--- src/rtl/ref_clk_sel_sequencer_pkg.sv ---
// Shared types, defaults and code helpers for the reference-clock select sequencer.
// Code mapping: 0=/512 (bit0) ... 4=/32 (bit4); codes 5-7 are invalid.
package ref_clk_pkg;

  localparam logic [1:0] ST_IDLE   = 2'd0;
  localparam logic [1:0] ST_BREAK  = 2'd1;
  localparam logic [1:0] ST_SETTLE = 2'd2;

  typedef enum logic [1:0] {
    IDLE   = ST_IDLE,
    BREAK  = ST_BREAK,
    SETTLE = ST_SETTLE
  } state_t;

  localparam logic [4:0] TGATE_DEFAULT = 5'b00010;
  localparam logic [2:0] CODE_DEFAULT  = 3'd1;
  localparam logic [2:0] CODE_MAX      = 3'd4;

  function automatic logic [4:0] code_to_onehot(input logic [2:0] code);
    logic [4:0] oh;
    case (code)
      3'd0:    oh = 5'b00001;
      3'd1:    oh = 5'b00010;
      3'd2:    oh = 5'b00100;
      3'd3:    oh = 5'b01000;
      3'd4:    oh = 5'b10000;
      default: oh = 5'b00000;
    endcase
    return oh;
  endfunction

  function automatic logic code_valid(input logic [2:0] code);
    return (code <= CODE_MAX);
  endfunction

endpackage

--- src/rtl/ref_clk_sel_sequencer_if.sv ---
// Request handshake and status bundle between a ratio requester and the sequencer.
interface ref_clk_sel_sequencer_if;
  logic       sel_valid;
  logic [2:0] sel_code;
  logic       sel_ready;
  logic [4:0] tgate_control;
  logic [2:0] cur_code;
  logic       busy;
  logic       switch_done;
  logic       sel_err;

  modport master (
    output sel_valid, sel_code,
    input  sel_ready, tgate_control, cur_code, busy, switch_done, sel_err
  );

  modport slave (
    input  sel_valid, sel_code,
    output sel_ready, tgate_control, cur_code, busy, switch_done, sel_err
  );
endinterface

--- src/rtl/ref_clk_sel_sequencer_timer.sv ---
// Loadable down-counter that parks at zero; zero flag is taken straight from the register.
module ref_clk_sel_timer #(
  parameter int CNT_W = 8
) (
  input  logic             clk,
  input  logic             rst,
  input  logic             load,
  input  logic [CNT_W-1:0] load_val,
  output logic             zero
);

  logic [CNT_W-1:0] cnt_q;
  logic [CNT_W-1:0] cnt_d;

  always_comb begin
    cnt_d = cnt_q;
    if (load) begin
      cnt_d = load_val;
    end else if (cnt_q != '0) begin
      cnt_d = cnt_q - 1'b1;
    end
  end

  always_ff @(posedge clk) begin
    if (rst) begin
      cnt_q <= '0;
    end else begin
      cnt_q <= cnt_d;
    end
  end

  assign zero = (cnt_q == '0);

endmodule

--- src/rtl/ref_clk_sel_sequencer.sv ---
// Break-before-make sequencer for the ref-clock divider tgates: open all, close the new one, settle.
// Optional macro REF_CLK_SEL_LOCK_EN adds sel_lock, which blocks new requests while high.
module ref_clk_sel_sequencer
  import ref_clk_pkg::*;
#(
  parameter int BREAK_CYCLES  = 4,
  parameter int SETTLE_CYCLES = 8,
  parameter int CNT_W         = 8
) (
  input  logic                   clk,
  input  logic                   rst,
  ref_clk_sel_sequencer_if.slave sel_if
`ifdef REF_CLK_SEL_LOCK_EN
  ,
  input  logic                   sel_lock
`endif
);

  localparam logic [CNT_W-1:0] BREAK_LOAD  = CNT_W'(BREAK_CYCLES - 1);
  localparam logic [CNT_W-1:0] SETTLE_LOAD = CNT_W'(SETTLE_CYCLES - 1);

  state_t     state_q, state_d;
  logic [4:0] tgate_control_q, tgate_control_d;
  logic [2:0] cur_code_q, cur_code_d;
  logic [2:0] pend_code_q, pend_code_d;
  logic       sel_ready_q, sel_ready_d;
  logic       busy_q, busy_d;
  logic       switch_done_q, switch_done_d;
  logic       sel_err_q, sel_err_d;

  logic             tmr_load;
  logic [CNT_W-1:0] tmr_load_val;
  logic             tmr_zero;
  logic             lock_blk;
  logic             accept;

`ifdef REF_CLK_SEL_LOCK_EN
  assign lock_blk = sel_lock;
`else
  assign lock_blk = 1'b0;
`endif

  // The live lock also gates accept so a lock raised while ready is already high takes effect at once.
  assign accept = sel_if.sel_valid && sel_ready_q && !lock_blk;

  ref_clk_sel_timer #(
    .CNT_W (CNT_W)
  ) u_timer (
    .clk      (clk),
    .rst      (rst),
    .load     (tmr_load),
    .load_val (tmr_load_val),
    .zero     (tmr_zero)
  );

  always_comb begin
    state_d         = state_q;
    tgate_control_d = tgate_control_q;
    cur_code_d      = cur_code_q;
    pend_code_d     = pend_code_q;
    switch_done_d   = 1'b0;
    sel_err_d       = 1'b0;
    tmr_load        = 1'b0;
    tmr_load_val    = '0;

    case (state_q)
      IDLE: begin
        if (accept) begin
          if (!code_valid(sel_if.sel_code)) begin
            sel_err_d = 1'b1;
          end else if (sel_if.sel_code == cur_code_q) begin
            switch_done_d = 1'b1;
          end else begin
            pend_code_d     = sel_if.sel_code;
            tgate_control_d = '0;
            tmr_load        = 1'b1;
            tmr_load_val    = BREAK_LOAD;
            state_d         = BREAK;
          end
        end
      end
      BREAK: begin
        if (tmr_zero) begin
          tgate_control_d = code_to_onehot(pend_code_q);
          cur_code_d      = pend_code_q;
          tmr_load        = 1'b1;
          tmr_load_val    = SETTLE_LOAD;
          state_d         = SETTLE;
        end
      end
      SETTLE: begin
        if (tmr_zero) begin
          switch_done_d = 1'b1;
          state_d       = IDLE;
        end
      end
      default: begin
        state_d = IDLE;
      end
    endcase

    sel_ready_d = (state_d == IDLE) && !lock_blk;
    busy_d      = (state_d != IDLE);
  end

  always_ff @(posedge clk) begin
    if (rst) begin
      state_q         <= IDLE;
      tgate_control_q <= TGATE_DEFAULT;
      cur_code_q      <= CODE_DEFAULT;
      sel_ready_q     <= 1'b0;
      busy_q          <= 1'b0;
      switch_done_q   <= 1'b0;
      sel_err_q       <= 1'b0;
    end else begin
      state_q         <= state_d;
      tgate_control_q <= tgate_control_d;
      cur_code_q      <= cur_code_d;
      sel_ready_q     <= sel_ready_d;
      busy_q          <= busy_d;
      switch_done_q   <= switch_done_d;
      sel_err_q       <= sel_err_d;
    end
  end

  // Target code is datapath-only; it is always written before BREAK reads it.
  always_ff @(posedge clk) begin
    pend_code_q <= pend_code_d;
  end

  assign sel_if.sel_ready     = sel_ready_q;
  assign sel_if.tgate_control = tgate_control_q;
  assign sel_if.cur_code      = cur_code_q;
  assign sel_if.busy          = busy_q;
  assign sel_if.switch_done   = switch_done_q;
  assign sel_if.sel_err       = sel_err_q;

  a_tgate_safe : assert property (@(posedge clk) disable iff (rst)
    (state_q == BREAK) ? (tgate_control_q == 5'b00000) : $onehot(tgate_control_q));

endmodule

--- src/flat_wrapper.sv ---
// flat-port wrapper written by rule: the top's interface ports become plain ports
module ref_clk_sel_sequencer_flat import ref_clk_pkg::*;
#(
  parameter int BREAK_CYCLES  = 4,
  parameter int SETTLE_CYCLES = 8,
  parameter int CNT_W         = 8
)
  (clk, rst, sel_if_sel_valid, sel_if_sel_code, sel_if_sel_ready, sel_if_tgate_control, sel_if_cur_code, sel_if_busy, sel_if_switch_done, sel_if_sel_err);
  ref_clk_sel_sequencer_if sel_if_i ();
  input  logic clk;
  input  logic rst;
  input wire logic [$bits(sel_if_i.sel_valid)-1:0] sel_if_sel_valid;
  input wire logic [$bits(sel_if_i.sel_code)-1:0] sel_if_sel_code;
  output wire logic [$bits(sel_if_i.sel_ready)-1:0] sel_if_sel_ready;
  output wire logic [$bits(sel_if_i.tgate_control)-1:0] sel_if_tgate_control;
  output wire logic [$bits(sel_if_i.cur_code)-1:0] sel_if_cur_code;
  output wire logic [$bits(sel_if_i.busy)-1:0] sel_if_busy;
  output wire logic [$bits(sel_if_i.switch_done)-1:0] sel_if_switch_done;
  output wire logic [$bits(sel_if_i.sel_err)-1:0] sel_if_sel_err;
  assign sel_if_i.sel_valid = sel_if_sel_valid;
  assign sel_if_i.sel_code = sel_if_sel_code;
  assign sel_if_sel_ready = sel_if_i.sel_ready;
  assign sel_if_tgate_control = sel_if_i.tgate_control;
  assign sel_if_cur_code = sel_if_i.cur_code;
  assign sel_if_busy = sel_if_i.busy;
  assign sel_if_switch_done = sel_if_i.switch_done;
  assign sel_if_sel_err = sel_if_i.sel_err;
  ref_clk_sel_sequencer #(.BREAK_CYCLES(BREAK_CYCLES), .SETTLE_CYCLES(SETTLE_CYCLES), .CNT_W(CNT_W)) u_core (.clk(clk), .rst(rst), .sel_if(sel_if_i));
endmodule
--- config.mk ---
export PLATFORM = sky130hd
export DESIGN_NAME = ref_clk_sel_sequencer_flat
export DESIGN_NICKNAME = d
export VERILOG_FILES = /design/src/rtl/ref_clk_sel_sequencer_pkg.sv /design/src/rtl/ref_clk_sel_sequencer_if.sv /design/src/rtl/ref_clk_sel_sequencer_timer.sv /design/src/rtl/ref_clk_sel_sequencer.sv /design/src/flat_wrapper.sv
export SDC_FILE = /design/constraint.sdc
export NUM_CORES = 1
export LEC_CHECK = 0
export BUFFER_PORTS_ARGS = -buffer_cell sky130_fd_sc_hd__clkbuf_2
export CAP_MARGIN = 40
export CORE_MARGIN = 2
export CORE_UTILIZATION = 49
export DETAILED_ROUTE_END_ITERATION = 7
export PLACE_DENSITY = 0.73
export SETUP_SLACK_MARGIN = 0.3
export SYNTH_ARGS = -nofsm -noshare
export SYNTH_HDL_FRONTEND = slang
export SYNTH_SLANG_ARGS = --single-unit
--- constraint.sdc ---
create_clock -name clk -period 1.46 [get_ports clk]
set_input_delay 0.146 -clock clk [delete_from_list [all_inputs] [get_ports clk]]
set_output_delay 0.146 -clock clk [all_outputs]
set_load 0.1 [all_outputs]
==> out/qor.csv, run 1 <==
metric;value;unit
r2r_start;u_core.u_timer.cnt_q[3];
vias;1330;
rsz0062_at_grt;true;
start_util;0.520;
min_period;1.70;ns
post-route-period-util;1.16;
clock_latency;0.32;ns
max-cap-violations;0;
final_hold_viol_count;0;
p_leak;0.000825;uW
cts_hold_buf;0;
grt_pass1_wl;5.13;mm
dp_hpwl;2.06;mm
violations;setup timing;
synth_cells;117;
synth_warnings;0;
path_delay_family;simple AND/OR/NAND/NOR gates;
slew_headroom;0.470;
skew;0.00779;ns
drtIter0Drc;99;
synthFlopType;dfxtp_1;
clock_sinks;25;
cp.arrival;1.92;ns
worstSetupStartpointType;flop;
syn_avg_cell_area;9.84;sq um
clk_pin_slew;0.15;ns
postRouteAntennaNets;0;
status;complete, but fails checks;
dp.cells;181;
grt_pass1_vias;1132;
place.port_buffers;17;
synth_nets;125;
cp_max_fo;4;
routedWlPerCell;21.2;um
htreeDepth;1;
power.density;1760;nW/um^2
num_antenna_cells;0;
die_area;2750;sq um
boundaryPins;18;
synth_cell_types;36;
crit_path_end_kind;flop;
std_cell_rows;17;
die_y;52.5;um
antenna_found_initial;0;
ys_ff_latch;25;
final_nets;195;
setup_viol;24;
slew_violations;0;
gp_congestion;0.822;
ctsLongestPathBuffers;2;
slowest_stage;nor4_4;
fin_ws;-0.241;ns
totalWireLength;4.54;mm
syn_area;1150;sq um
critPathKind;flop to flop;
fmax;588;MHz
final_cell_mix;43 x buf_4, 15 x buf_6, 12 x dfxtp_1;
die_width;52.5;um
async_reset_ff_frac;0;
crit_top_cell;buf_6;
numCtsBuffers;3;
drc;0;
drive_above_1_share;0.629;
worst_pin_slew;0.787;ns
min_path_type;input pin to flop;
vias_per_cell;6.21;
drt-pass1-iter-count;5;
synth_edf_count;3;
cp-startpoint;u_core.u_timer.cnt_q[3];
cp_cell_sequence;buf_4 -> nor4_4 -> nand3_2 -> buf_6 -> buf_6 -> nand4b_1 -> o21ai_1;
area_growth;74.5;%
hold_start;sel_if_sel_code[1];
core_area;2210;sq um
ir_worst_vdd;1.28;mV
cts_tree;built;
overflow;0;
instances_no_fill;214;
dp_slack;-0.170;ns
final_common_cell;buf_4;
slowest_delay;0.40;ns
grt_start_max_net_pins;22;
grt_usage;0.255;
required;1.68;ns
cts_root_buf;clkbuf_4;
seq_area_frac_synth;0.461;
crit_buf_inv;3;
final timing paths:
| path | slack [ns] | endpoint | cells past startpoint |
|---|---|---|---|
| max | -0.24 | u_core.sel_if.tgate_control[2] | 7 |
| min | 0.05 | u_core.pend_code_q[1] | 1 |
| max reg2reg | -0.24 | u_core.sel_if.tgate_control[2] | 7 |
| min reg2reg | 0.49 | u_core.sel_if.tgate_control[4] | 2 |
layer usage:
| metal | global-route usage | part of all wire | wire [um] |
|---|---|---|---|
| met5 | 0 | 0 | 0 |
| met4 | 0.0855 | 0.026 | 119 |
| met3 | 0.0400 | 0.091 | 413 |
| met2 | 0.454 | 0.51 | 2310 |
| met1 | 0.308 | 0.38 | 1700 |
through the flow:
stage	hold slack [ns]	total power [uW]	area (sq um)	utilization	TNS [ns]
after CTS	0.0402	2940	1740	0.787	-1.56
after global routing	0.0514	3670	2010	0.908	-4.78
final	0.0533	3540	2010	0.908	-3.85
after detailed placement	0.376	2440	1520	0.687	-1.67
after global placement	0.363	2380	1520	0.687	-1.30
after floorplan	0.245	2010	1240	-	-1.72
cell usage after synthesis, types with 3 or more instances:
library cell	number	area, sq um
dfxtp_1	22	440
nor3b_1	3	22.5
nand2_1	8	30.0
edfxtp_1	3	90.1
xnor2_1	3	26.3
clkbuf_1	3	11.3
inv_1	3	11.3
nand2b_1	4	25.0
a21oi_1	9	45.0
xor2_1	6	52.6
nor3_1	8	40.0
nor2_1	6	22.5
o21ai_0	7	35.0
where the power goes:
part / total (uW) / leakage, uW / internal [uW] / switching (uW)
sequential: 991 / 0.000211 / 836 / 155
clock: 321 / 0.0000177 / 103 / 219
combinational: 2230 / 0.000596 / 1100 / 1130
total: 3540 / 0.000825 / 2040 / 1510
cell type report:
class | instances | area (sq um)
multi-input cells | 85 | 777
fillers | 90 | 204
well taps | 28 | 35.0
flip-flops and latches | 25 | 556
inverters | 4 | 17.5
repair buffers | 68 | 596
clock inverters | 1 | 5.00
clock buffers | 3 | 22.5
sequential cells by signal, summed over array words and instances (netlist names):
signal                       cells
u_core.u_timer.cnt_q             8
u_core.pend_code_q               3
u_core.sel_if.sel_err            1
u_core.sel_if.switch_done        1
u_core.sel_if.tgate_control      5
u_core.sel_if.sel_ready          1
u_core.state_q                   2
u_core.sel_if.cur_code           3
u_core.sel_if.busy               1
cells by family (layout without fill, tap and decap cells):
kind of cell | after synthesis | count (layout) | synth area share
AO/OA/AOI/OAI | 26 | 26 | 0.152
XOR/XNOR | 9 | 9 | 0.0685
adder cells (fa/ha/maj) | 2 | 2 | 0.0217
buffers and inverters | 7 | 76 | 0.0228
flip-flops | 25 | 25 | 0.461
AND/OR/NAND/NOR | 48 | 48 | 0.274
what timing repair did:
action / 4_1_cts / 5_1_grt
buffers inserted: 7 / 22
gates resized for setup: 35 / 37
endpoints found under the hold margin: 0 / 0
cloned: 0 / 0
pin swaps: 8 / 14
endpoints found under the setup margin: 37 / 34
Note: power is estimated with default switching activity, not from simulation.
==> inputs of run 2 (changes only) <==
- CORE_ASPECT_RATIO: unset -> 0.6
- RECOVER_POWER: unset -> 100
- SKIP_CTS_REPAIR_TIMING: unset -> 1
==> run 2 against run 1 <==
The flow still finishes with violations (setup timing). Worst setup slack got worse by 0.070 ns. Design area decreased by 9.3%. Global-route usage decreased by 1.4 points. Largest power group unchanged. Register-to-register slack got worse by 0.07 ns. Count of clock-buffer cells in the layout unchanged. Worst hold slack improved by 0.085 ns.
==> out/qor.csv, run 2 (same netlist as run 1, synthesis figures left out) <==
metric;value;unit;change
status;complete, but fails checks;;
violations;setup timing;;
largest_reg_flops;8;;unchanged
drt-pass1-iter-count;5;;unchanged
clk_pin_slew;0.09;ns;-0.06 ns
critPathKind;flop to flop;;
htreeDepth;1;;unchanged
worstSetupStartpointType;flop;;
cts_root_buf;clkbuf_8;;
seq_power_share;0.281;;about the same
final_hold_viol_count;0;;unchanged
postRouteAntennaNets;0;;unchanged
nFillCells;129;;+43%
start_util;0.524;;+0.00385
totalWireLength;4.01;mm;-12%
final_cell_area;1820;sq um;-9.3%
place.port_buffers;17;;unchanged
clock_sinks;25;;unchanged
ir_worst_vdd;1.49;mV;+16%
routedWlPerCell;19.9;um;-6.0%
dp_slack;-0.167;ns;+0.00274 ns
drc;0;;unchanged
cts_tree;built;;
grt_usage;0.240;;-0.0143
slowest_stage;or3b_4;;
vias_per_cell;6.04;;-2.7%
crit_path_end_kind;flop;;
clock_latency;0.28;ns;-0.04 ns
placed_cell_area;1550;sq um;+2.3%
fmax;565;MHz;-4.0%
area_growth;58.2;%;
numCtsBuffers;3;;unchanged
gp_congestion;0.836;;+1.7%
std_cell_rows;13;;-4
slew_headroom;0.640;;+0.170
slew_violations;0;;unchanged
die_width;66.6;um;+27%
drtIter0Drc;98;;-1.0%
core_area;2200;sq um;-0.74%
cp_cell_sequence;inv_2 -> ha_4 -> or3b_4 -> nor3_4 -> o211ai_1 -> a21oi_1;;
die_area;2770;sq um;+0.46%
num_antenna_cells;0;;unchanged
skew;0.00746;ns;-0.000331 ns
switching_share;0.425;;-0.000901
rsz0062_at_grt;true;;
min_path_type;input pin to flop;;
die_y;41.5;um;-21%
max-cap-violations;0;;unchanged
boundaryPins;18;;unchanged
power.total;3500;uW;-1.3%
pwr-share-clk;0.120;;+0.029
ctsLongestPathBuffers;2;;unchanged
drive_above_1_share;0.538;;-0.0910
grt_pass1_vias;1039;;-8.2%
combPwrFrac;0.599;;-0.031
slowest_delay;0.41;ns;about the same
p_switching;1490;uW;-1.5%
post-route-period-util;1.21;;+0.0480
final_core_util;0.829;;-0.0787
cp.arrival;1.97;ns;+0.05 ns
worst_pin_slew;0.542;ns;-0.245 ns
final_common_cell;buf_4;;
grt_pass1_wl;4.95;mm;-3.4%
min_period;1.77;ns;+0.0701 ns
cp_max_fo;6;;+2
power.density;1920;nW/um^2;+8.8%
vias;1215;;-8.6%
crit_buf_inv;1;;-2
required;1.66;ns;-0.02 ns
fin_ws;-0.311;ns;-0.0701 ns
final_nets;180;;-7.7%
antenna_found_initial;0;;unchanged
final_cell_mix;32 x buf_4, 12 x dfxtp_1, 11 x clkbuf_2;;
grt_start_max_net_pins;20;;-9.1%
p_leak;0.000712;uW;-14%
cellInternalPower;2010;uW;-1.2%
largest-register;u_core.u_timer.cnt_q;;
path_delay_family;simple AND/OR/NAND/NOR gates;;
overflow;0;;unchanged
dp_hpwl;2.34;mm;+14%
setup_viol;23;;-4.2%
## run 2: cell types whose count changed in the layout (fill, tap and decap cells not counted), sizes merged
cell,change
buf,-19
clkbuf,+4
## run 2: final cells by class
| class | count | area (sq um) | area share |
|---|---|---|---|
| Multi-Input combinational cell | 85 | 766 | 0.421 |
| Sequential cell | 25 | 553 | 0.304 |
| Timing Repair Buffer | 53 | 398 | 0.219 |
| Clock buffer | 3 | 41.3 | 0.0227 |
| Tap cell | 30 | 37.5 | 0.0206 |
| Inverter | 4 | 20.0 | 0.0110 |
| Clock inverter | 1 | 5.00 | 0.00275 |
## run 2: path summary, 6_finish.rpt
| check | start | end | slack (ns) | depth (start not counted) |
|---|---|---|---|---|
| setup / recovery | u_core.u_timer.cnt_q[1] | u_core.sel_if.tgate_control[4] | -0.31 | 6 |
| hold / removal | rst | u_core.sel_if.cur_code[1] | 0.14 | 2 |
| setup reg to reg | u_core.u_timer.cnt_q[1] | u_core.sel_if.tgate_control[4] | -0.31 | 6 |
| hold reg to reg | u_core.sel_if.tgate_control[0] | u_core.sel_if.tgate_control[0] | 0.50 | 2 |
## run 2: power by group through the flow
| stage | sequential, uW | combinational, uW | clock, uW |
|---|---|---|---|
| floorplan | 1120 | 885 | 0 |
| global placement | 963 | 1490 | 0 |
| detailed placement | 973 | 1520 | 0 |
| CTS | 959 | 1530 | 431 |
| global route | 996 | 2180 | 456 |
| finish | 982 | 2090 | 421 |
## run 2: metal layers
metal  part of all wire  vias up  routed length [um]  global-route usage
met1               0.43      575                1720               0.328
met3              0.088       10                 352              0.0759
li1                   -      544                   -                   -
met4              0.019        0                  77              0.0653
met2               0.46       86                1850               0.370
met5                  0        -                   0                   0
## run 2: stage by stage
step | TNS (ns) | hold slack [ns] | std cells
6_report | -3.59 | 0.138 | 201
2_1_floorplan | -1.72 | 0.245 | 117
3_3_place_gp | -1.31 | 0.362 | 187
5_1_grt | -4.87 | 0.143 | 201
4_1_cts | -2.29 | 0.0788 | 191
3_5_place_dp | -1.84 | 0.367 | 187
==> inputs of run 3 (changes only) <==
- SYNTH_HIERARCHICAL: unset -> 1
==> run 3 against run 2 <==
The flow still finishes with violations (setup timing). Worst hold slack improved by 0.053 ns. Cell count grew 7.0%. Design area increased by 3.2%. Maximum frequency up 6.4%. Worst setup slack improved by 0.11 ns. Total power decreased by 12%. Critical path type unchanged.
==> out/qor.csv, run 3 <==
metric;value;unit;change
status;complete, but fails checks;;
violations;setup timing;;
routedWlPerCell;17.1;um;-14%
fmax;601;MHz;+6.4%
synth_edf_count;3;;unchanged
largest-register;u_core/u_timer/cnt_q;;
synthTopCellsByCount;22 x dfxtp_1, 13 x nand2_1, 7 x nor3_1;;
ctsLongestPathBuffers;2;;unchanged
seq_area_frac_synth;0.433;;-0.0282
reg2reg_depth;5;;-1
overflow;0;;unchanged
final_core_util;0.831;;+0.00215
synth_top_area_share;0.359;;-0.0234
num_antenna_cells;0;;unchanged
largest_reg_flops;8;;unchanged
final_hold_viol_count;0;;unchanged
cp.arrival;1.84;ns;-0.13 ns
postRouteAntennaNets;0;;unchanged
cp-startpoint;u_core/sel_if.cur_code[2];;
p_leak;0.000774;uW;+8.8%
async_reset_ff_frac;0;;unchanged
instances_no_fill;215;;+7.0%
min_path_type;input pin to flop;;
slew_violations;0;;unchanged
syn_avg_cell_area;9.81;sq um;-0.30%
synth_warnings;6;;+6
cp_max_fo;7;;+1
setup_tns;-2.32;ns;+1.27 ns
wl_met1;1.57;mm;-9.1%
drtIter0Drc;60;;-39%
endpoint;u_core/u_timer/cnt_q[4];;
start_util;0.542;;+0.0181
dr_wl_met3;352;um;unchanged
clk_pin_slew;0.08;ns;about the same
drc;0;;unchanged
synth_cell_types;43;;+19%
area_growth;53.3;%;
final_cell_area;1880;sq um;+3.2%
power.density;1640;nW/um^2;-15%
gp_congestion;0.843;;+0.89%
cts_root_buf;clkbuf_8;;
min_period;1.67;ns;-0.106 ns
grt_pass1_wl;4.85;mm;-2.1%
die_area;2930;sq um;+6.0%
core_area;2260;sq um;+3.0%
grt_pass1_vias;1017;;-2.1%
final_cell_mix;35 x buf_4, 13 x dfxtp_1, 12 x nand2_1;;
totalWireLength;3.69;mm;-8.1%
rsz0062_at_grt;true;;
placed_cell_area;1620;sq um;+4.3%
dp_hpwl;2.30;mm;-1.8%
met2_length;1.71;mm;-7.7%
numCtsBuffers;3;;unchanged
cts_tree;built;;
synth_cells;125;;+6.8%
r2r_start;u_core/sel_if.cur_code[2];;
htreeDepth;1;;unchanged
final_common_cell;buf_4;;
post-route-period-util;1.14;;-0.0725
vias_per_cell;5.63;;-6.8%
dp.cells;201;;+7.5%
grt_start_max_net_pins;17;;-15%
die_y;42.8;um;+2.9%
max-cap-violations;0;;unchanged
antenna_found_initial;0;;unchanged
ir_worst_vdd;1.12;mV;-24%
synthFlopType;dfxtp_1;;
std_cell_rows;13;;unchanged
setup_viol;24;;+4.3%
drive_above_1_share;0.519;;-0.0191
synth.area.top_cells;dfxtp_1 36%, edfxtp_1 7.3%, mux2i_1 4.9%;;
reg2reg_to;u_core/u_timer/cnt_q[4];;
vias;1211;;-0.33%
worstSetupStartpointType;flop;;
final_nets;193;;+7.2%
boundaryPins;18;;unchanged
syn_area;1230;sq um;+6.5%
crit_path_end_kind;flop;;
ys_ff_latch;25;;unchanged
yosysMostFrequentCell;dfxtp_1;;
place.port_buffers;17;;unchanged
critPathKind;flop to flop;;
fin_ws;-0.205;ns;+0.106 ns
skew;0.00402;ns;-0.00344 ns
clock_latency;0.26;ns;-0.02 ns
dp_slack;-0.171;ns;-0.00415 ns
highest_layer;met4;;
grt_usage;0.227;;-0.0131
yosys.area.top_type;dfxtp_1;;
drt-pass1-iter-count;4;;-1
required;1.63;ns;-0.03 ns
reg2reg_slack;-0.21;ns;+0.11 ns
die_width;68.6;um;+3.0%
clock_sinks;25;;unchanged
## run 3: cell types whose count changed in the layout (fill, tap and decap cells not counted), moves of 3 or more
cell,change
clkbuf_2,-7
mux2i_1,+6
o21ai_1,-5
clkbuf_4,+8
conb_1,+5
nand2_1,+8
buf_4,+3
o32ai_2,+3
inv_1,+3
a21oi_1,-5
nand2_2,-3
## run 3: cell type report
| class | count | area (sq um) |
|---|---|---|
| timing repair buffer | 57 | 445 |
| tap | 30 | 37.5 |
| sequential | 25 | 554 |
| fill | 124 | 382 |
| multi-input combinational | 93 | 772 |
| clock buffer | 4 | 45.0 |
| inverter | 6 | 25.0 |
## run 3: cell families (layout without fill, tap and decap cells)
family / count (synthesis) / in the layout / share of synthesized area
AO/OA/AOI/OAI: 23 / 23 / 0.154
multiplexers: 6 / 6 / 0.0490
AND/OR/NAND/NOR: 51 / 51 / 0.260
buffers and inverters: 11 / 67 / 0.0408
flip-flops: 25 / 25 / 0.433
adder cells (fa/ha/maj): 1 / 1 / 0.0102
XOR/XNOR: 7 / 7 / 0.0500
other: 1 / 5 / 0.00306
## run 3: per-stage QoR
| stage | hold WS (ns) | power (uW) |
|---|---|---|
| after CTS | 0.172 | 2580 |
| final | 0.191 | 3080 |
| after global routing | 0.188 | 3230 |
| after global placement | 0.451 | 2110 |
| after detailed placement | 0.451 | 2160 |
| after floorplan | 0.245 | 1760 |
## run 3: worst min path at each step
| stage | start | to | slack [ns] | depth (start not counted) |
|---|---|---|---|---|
| floorplan | sel_if_sel_code[0] | u_core/pend_code_q[0] | 0.24 | 0 |
| global placement | sel_if_sel_code[2] | u_core/pend_code_q[2] | 0.45 | 1 |
| detailed placement | sel_if_sel_code[1] | u_core/pend_code_q[1] | 0.45 | 2 |
| CTS | sel_if_sel_code[1] | u_core/pend_code_q[1] | 0.17 | 2 |
| global route | sel_if_sel_code[2] | u_core/pend_code_q[2] | 0.19 | 1 |
| finish | sel_if_sel_code[2] | u_core/pend_code_q[2] | 0.19 | 1 |
## run 3: where the power goes
| group | leakage, uW | switching, uW | total, uW | internal, uW |
|---|---|---|---|---|
| registers | 0.000211 | 104 | 928 | 823 |
| logic | 0.000540 | 869 | 1750 | 881 |
| clock network | 0.0000228 | 208 | 403 | 195 |
| total | 0.000774 | 1180 | 3080 | 1900 |
## run 3: per-layer routing
metal,vias to the layer above,global-route usage
met2,64,0.335
met5,-,0
met1,575,0.339
li1,564,-
met3,8,0.0716
met4,0,0.0120
## run 3: critical path, stage by stage (launching register included)
cell,delay [ns]
dfxtp_4,0.37
xor2_4,0.16
o311ai_4,0.35
nand2_4,0.13
or2_4,0.31
o32ai_2,0.26
